===== src/rtl/a10_xcvr_recfg_pkg.sv =====
// a10_xcvr_recfg_pkg
//   Shared definitions for the reconfiguration-port arbiter:
//   - state_t      : arbiter FSM states (IDLE, BUSY)
//   - MAX_MASTERS  : upper bound on the number of requesters
//   - PTR_W        : width of a master index / last-granted pointer
//   - rr_pick()    : round-robin winner from a request vector and the
//                    last-granted pointer (one-hot, all-zero if no request)
package a10_xcvr_recfg_pkg;

    localparam int MAX_MASTERS = 8;
    localparam int PTR_W       = 3;

    typedef enum logic {
        IDLE = 1'b0,
        BUSY = 1'b1
    } state_t;

    // Search starts at last+1 and wraps at n-1 -> 0, so the master granted
    // last time is examined last. Offsets beyond n are ignored, which keeps
    // the loop bound constant for any n in 2..MAX_MASTERS.
    function automatic logic [MAX_MASTERS-1:0] rr_pick(
        input logic [MAX_MASTERS-1:0] req,
        input logic [PTR_W-1:0]       last,
        input logic [PTR_W:0]         n
    );
        logic [MAX_MASTERS-1:0] win;
        logic [PTR_W:0]         idx;
        logic                   found;
        win   = '0;
        found = 1'b0;
        for (int k = 1; k <= MAX_MASTERS; k++) begin
            idx = {1'b0, last} + (PTR_W+1)'(k);
            if (idx >= n) begin
                idx = idx - n;
            end
            if (!found && ((PTR_W+1)'(k) <= n) && req[idx[PTR_W-1:0]]) begin
                win[idx[PTR_W-1:0]] = 1'b1;
                found               = 1'b1;
            end
        end
        return win;
    endfunction

endpackage


===== src/rtl/a10_xcvr_rr_picker.sv =====
// a10_xcvr_rr_picker
//   Combinational round-robin picker.
//   Ports:
//     req    in  NMASTERS  request vector
//     ptr    in  PTR_W     index of the master granted last
//     winner out NMASTERS  one-hot selected master (zero when no request)
//     valid  out 1         at least one master is requesting
module a10_xcvr_rr_picker
    import a10_xcvr_recfg_pkg::*;
#(
    parameter int NMASTERS = 2
) (
    input  logic [NMASTERS-1:0] req,
    input  logic [PTR_W-1:0]    ptr,
    output logic [NMASTERS-1:0] winner,
    output logic                valid
);

    logic [MAX_MASTERS-1:0] req_ext;
    logic [MAX_MASTERS-1:0] win_ext;

    always_comb begin
        req_ext                 = '0;
        req_ext[NMASTERS-1:0]   = req;
    end

    assign win_ext = rr_pick(req_ext, ptr, (PTR_W+1)'(NMASTERS));
    assign winner  = win_ext[NMASTERS-1:0];
    // Bits above NMASTERS are never set, so OR-ing the whole vector is exact.
    assign valid   = |win_ext;

endmodule


===== src/rtl/a10_xcvr_recfg_arbiter.sv =====
// a10_xcvr_recfg_arbiter
//   Round-robin arbiter sharing one Arria 10 transceiver/PLL reconfiguration
//   Avalon-MM slave between NMASTERS (2..8) requesters in the reconfig clock
//   domain. A master keeps the grant across transfers while m_lock is high.
//   Ports:
//     clk, reset          reconfig clock, synchronous active-high reset
//     m_address/m_write/m_writedata/m_read/m_lock   per-master command (packed)
//     m_readdata/m_waitrequest                      per-master response (packed)
//     s_address/s_write/s_writedata/s_read          to reconfig slave
//     s_readdata/s_waitrequest                      from reconfig slave
//     grant               one-hot current owner, zero when idle
//     fsm_state           arbiter state (0 = IDLE, 1 = BUSY) for observation
//
//   Handshake: Avalon-MM without readdatavalid. A transfer completes on the
//   cycle where (read | write) & !waitrequest; read data is valid in that same
//   cycle. A master holds its strobes, address and data while waitrequest = 1.
module a10_xcvr_recfg_arbiter
    import a10_xcvr_recfg_pkg::*;
#(
    parameter int NMASTERS = 2,
    parameter int AWIDTH   = 10,
    parameter int DWIDTH   = 32
) (
    input  logic                         clk,
    input  logic                         reset,
    input  logic [NMASTERS*AWIDTH-1:0]   m_address,
    input  logic [NMASTERS-1:0]          m_write,
    input  logic [NMASTERS*DWIDTH-1:0]   m_writedata,
    input  logic [NMASTERS-1:0]          m_read,
    input  logic [NMASTERS-1:0]          m_lock,
    output logic [NMASTERS*DWIDTH-1:0]   m_readdata,
    output logic [NMASTERS-1:0]          m_waitrequest,
    output logic [AWIDTH-1:0]            s_address,
    output logic                         s_write,
    output logic [DWIDTH-1:0]            s_writedata,
    output logic                         s_read,
    input  logic [DWIDTH-1:0]            s_readdata,
    input  logic                         s_waitrequest,
    output logic [NMASTERS-1:0]          grant,
    output logic                         fsm_state
);

    state_t                state;
    logic [PTR_W-1:0]      last_ptr;
    logic [NMASTERS-1:0]   req;
    logic [NMASTERS-1:0]   pick;
    logic                  pick_valid;
    logic [PTR_W-1:0]      g_idx;
    logic                  g_read;
    logic                  g_write;
    logic                  g_lock;
    logic                  release_now;

    assign req       = m_read | m_write | m_lock;
    assign fsm_state = state;

    a10_xcvr_rr_picker #(
        .NMASTERS (NMASTERS)
    ) u_picker (
        .req    (req),
        .ptr    (last_ptr),
        .winner (pick),
        .valid  (pick_valid)
    );

    // Index and strobes of the current owner (all zero when grant is zero).
    always_comb begin
        g_idx   = '0;
        g_read  = 1'b0;
        g_write = 1'b0;
        g_lock  = 1'b0;
        for (int i = 0; i < NMASTERS; i++) begin
            if (grant[i]) begin
                g_idx   = PTR_W'(i);
                g_read  = m_read[i];
                g_write = m_write[i];
                g_lock  = m_lock[i];
            end
        end
    end

    // Give up the port after an unlocked completion, or when the owner has
    // nothing to do and no lock.
    assign release_now = (state == BUSY) && !g_lock &&
                         (!(g_read || g_write) || !s_waitrequest);

    // Command/response steering. Read+write together forwards only the write.
    always_comb begin
        s_address     = '0;
        s_write       = 1'b0;
        s_read        = 1'b0;
        s_writedata   = '0;
        m_waitrequest = '1;
        m_readdata    = '0;
        if (state == BUSY) begin
            for (int i = 0; i < NMASTERS; i++) begin
                if (grant[i]) begin
                    s_address                      = m_address[i*AWIDTH +: AWIDTH];
                    s_write                        = m_write[i];
                    s_read                         = m_read[i] & ~m_write[i];
                    s_writedata                    = m_writedata[i*DWIDTH +: DWIDTH];
                    m_waitrequest[i]               = s_waitrequest;
                    m_readdata[i*DWIDTH +: DWIDTH] = s_readdata;
                end
            end
        end
    end

    // Pointer resets to NMASTERS-1 so master 0 wins the first arbitration.
    always_ff @(posedge clk) begin
        if (reset) begin
            state    <= IDLE;
            grant    <= '0;
            last_ptr <= PTR_W'(NMASTERS - 1);
        end else begin
            case (state)
                IDLE: begin
                    if (pick_valid) begin
                        grant <= pick;
                        state <= BUSY;
                    end
                end
                BUSY: begin
                    if (release_now) begin
                        grant    <= '0;
                        last_ptr <= g_idx;
                        state    <= IDLE;
                    end
                end
                default: begin
                    state <= IDLE;
                    grant <= '0;
                end
            endcase
        end
    end

endmodule


===== config.mk =====
export PLATFORM = sky130hd
export DESIGN_NAME = a10_xcvr_recfg_arbiter
export DESIGN_NICKNAME = d
export VERILOG_FILES = /design/src/rtl/a10_xcvr_recfg_pkg.sv /design/src/rtl/a10_xcvr_rr_picker.sv /design/src/rtl/a10_xcvr_recfg_arbiter.sv
export SDC_FILE = /design/constraint.sdc
export NUM_CORES = 1
export LEC_CHECK = 0
export BUFFER_PORTS_ARGS = -buffer_cell sky130_fd_sc_hd__buf_2
export CAP_MARGIN = 20
export CORE_AREA = 2 2 93 95
export DETAILED_ROUTE_END_ITERATION = 10
export DIE_AREA = 0 0 95 97
export GPL_TIMING_DRIVEN = 1
export HOLD_SLACK_MARGIN = 0.08
export MAX_ROUTING_LAYER = met4
export SLEW_MARGIN = 20
export SYNTH_ARGS = -nofsm -noshare
export SYNTH_HDL_FRONTEND = slang
export SYNTH_HIERARCHICAL = 1
export SYNTH_SLANG_ARGS = --single-unit

===== constraint.sdc =====
create_clock -name clk -period 2.7 [get_ports clk]
set_clock_uncertainty 0.15 [all_clocks]
set_input_delay 0.135 -clock clk [delete_from_list [all_inputs] [get_ports clk]]
set_output_delay 0.135 -clock clk [all_outputs]
set_load 0.02 [all_outputs]

==> summary.md <==
| Metric | Value |
|---|---|
| RSZ-0062 raised after global routing | no |
| Placed wire-length estimate | 6090 um |
| RR Endpoint | grant[1]$_SDFFE_PP0P_ |
| CP max FO | 71 |
| Nets@finish | 565 |
| Root Buffer | clkbuf_8 |
| Status | finished, final reports clean |
| Die area | a little over 0.009 mm2 |
| H-tree level count | 1 |
| Hold Startpoint | m_lock[1] |
| Placed insts | 531 |
| P_leak | 1.91 nW |
| Startpoint types | flip-flop |
| Mapped Cells | between 200 and 250 |
| Worst min-delay path class | in2reg |
| Final Max Tran Viols | 0 |
| Crit path from | fsm_state$_SDFF_PP0_ |
| Post-synth EDFFs | 0 |
| Post-synth ARST share | 0 |
| Top cells by instance count after synthesis | and3_1, a22o_1, clkbuf_1 |
| Period Utilization, post-route | 0.816 |
| Drt wl/cell | 13.9 um |
| Final setup fails | 0 |
| DRC viols | 0 |
| Final Instance Count excl. Fillers | between 500 and 600 |
| Total GRT Usage | 0.145 |
| Post-CTS sizing | 0 |
| DRT iter0 DRCs | 77 |
| Die Wd | between 90 and 100 um |
| Worst-Margin Slew | between 0.8 and 0.9 ns |
| Crit-path max cell delay | 0.53 ns |
| Hold Violations, Final | 0 |
| Post-DR vias/cell | between 4 and 5 |
| Fmax | 454 MHz |
| CP max-delay cell | and2_4 |
| Endpoint class of the critical path | output port |
| Reg2Reg Depth | 8 |
| Relative slew margins | 0.399 |
| Pwr/cell area | ~280 mW/mm2 |
| Global route total overflow | 0 |
| Via count | 2434 |
| Synthesized cell area | 0.00146 mm2 |
| Yosys Warn Count | 6 |
| Detail Route Antenna Nets | 0 |
| Sequential share of the synthesized area | 0.0547 |
| Starting Density | 0.180 |
| Critical path type | reg2out |
| DRT Pass-1 Iters | 4 |
| Number of port buffers | between 200 and 250 |
| Clk sink count | 4 |
| Worst skew pair latency | 0.22 ns |
| Share of the synthesized area in the top cell type | 0.274 |
| Antenna violations before repair | 0 |
| Worst vdd ir | 0.000199 V |
| CP Data Required Time | 2.41 ns |
| Synth-to-layout area growth | 86.3% |
| Number of CTS-inserted buffers | 3 |
| Flops & latches, synth | 4 |
| Cells along the critical path | buf_4, and2_4, a22o_1, buf_2 |
| Place WS | 0.523 ns |
| Antenna cells | 0 |
| Final Worst Setup Slack | 0.496 ns |
| Clock buffer depth | 2 |
| I/O Pins | 238 |
| GPL Wtd Cong | between 0.8 and 0.9 |
| Total power | 0.000766 W |
| Clk pin slew, worst setup/hold paths | 0.03 ns |
| Fraction of layout cells with a size suffix above 1 | 0.577 |
| First-pass GRT wire length | 10600 um |
| CTS tree | done |
| Netlist cell types | 39 |
| Final wirelength | 7440 um |
| Reg-to-reg startpoint | last_ptr[0]$_SDFFE_PP1P_ |
| Largest net degree at the start of global routing | 72 |
| Max cap viols | 0 |
| Primary FF master, synth | dfxtp_1 |
| Top cells by area, synth | and3_1, a22o_1, ha_1 |
| Num rows | 33 |
| Final min period | between 2 and 2.5 ns |
| Core Area | about 0.0081 mm2 |
| Yosys top cell by area | and3_1 |
| DIE HEIGHT | 97 um |
| R2R Setup Slk | between 0.5 and 0.6 ns |
| Vias in the first global route | about 2.2k |
| WHS Endpoint | last_ptr[0]$_SDFFE_PP1P_ |
| Setup TNS Final | 0 ns |
| Most instantiated library cell after synthesis | and3_1 |
| Hold path cells | 4 |
| Worst Path Arrival | 1.92 ns |
| Synthesized area per cell | between 7 and 8 um2 |
| Final Util | 0.335 |
## flip-flops by register name, summed over array words and instances (netlist names)
signal / cells
grant: 2
last_ptr: 1
fsm_state: 1
## placed cells by master, fill, tap and decap left out, types with 4 or more instances in the layout
master	netlist	layout
conb_1	1	10
ha_1	8	8
o21ai_0	4	4
buf_2	4	237
a22o_1	42	42
inv_1	5	5
nand2_1	7	7
and3_1	64	64
dfxtp_1	4	4
## cells by family (layout without fill, tap and decap cells)
family,Yosys count,count (layout),synth area share
multiplexers,2,2,0.0137
flip-flops,4,4,0.0547
buffers and inverters,30,249,0.124
XOR/XNOR,3,3,0.0180
other,1,10,0.00256
AO/OA/AOI/OAI,58,58,0.320
adder cells (fa/ha/maj),8,8,0.0684
AND/OR/NAND/NOR,96,96,0.399
## through the flow
stage,hold WS (ns),cell area [um2]
after floorplan,0.0643,1500
after global placement,0.220,2670
after detailed placement,0.223,2670
after CTS,0.0801,2730
after global routing,0.102,2730
final,0.0752,2730
## layer usage
metal  track usage  wire (um)  share of wire
met1         0.171       3010           0.40
met2         0.256       3700           0.50
met5             -          0              0
met4        0.0256         71         0.0095
met3        0.0273        661          0.089
## report_power, final
| group | leakage, nW | internal (W) | total, W | switching (W) |
|---|---|---|---|---|
| combinational | 1.85 | 0.000210 | 0.000553 | 0.000343 |
| sequential | 0.0328 | 0.0000737 | 0.0000864 | 0.0000126 |
| clock | 0.0216 | 0.0000951 | 0.000127 | 0.0000316 |
| total | 1.91 | 0.000379 | 0.000766 | 0.000387 |
## worst max-delay path: cells and delay by family, from the launching register on
kind | cells | cell delay, ns
AOI/OAI and AO/OA | 1 | 0.25
buffers and inverters | 2 | 0.59
DFF | 1 | 0.31
and+or+nand+nor | 1 | 0.53
## layout make-up
cell class / count / area (um2)
fillers: 902 / 5410
multi-input cells: 177 / 1230
repair buffers: 241 / 1220
well taps: 105 / 131
flip-flops and latches: 4 / 80.1
clock buffers: 3 / 41.3
inverters: 5 / 18.8
## how the worst max path moves through the flow
stage / cells after the start / to / slack (ns)
after global routing: 8 / grant[0]$_SDFFE_PP0P_ / 0.31
final: 4 / s_writedata[30] / 0.50
after CTS: 4 / s_writedata[22] / 0.49
after global placement: 8 / grant[0]$_SDFFE_PP0P_ / 0.61
after floorplan: 8 / grant[0]$_SDFFE_PP0P_ / 0.72
after detailed placement: 8 / grant[1]$_SDFFE_PP0P_ / 0.52
## timing repair
action,CTS,global route
setup buffers,0,0
hold endpoints to repair,4,0
hold buffers,1,0
(Power assumes the default switching activity.)
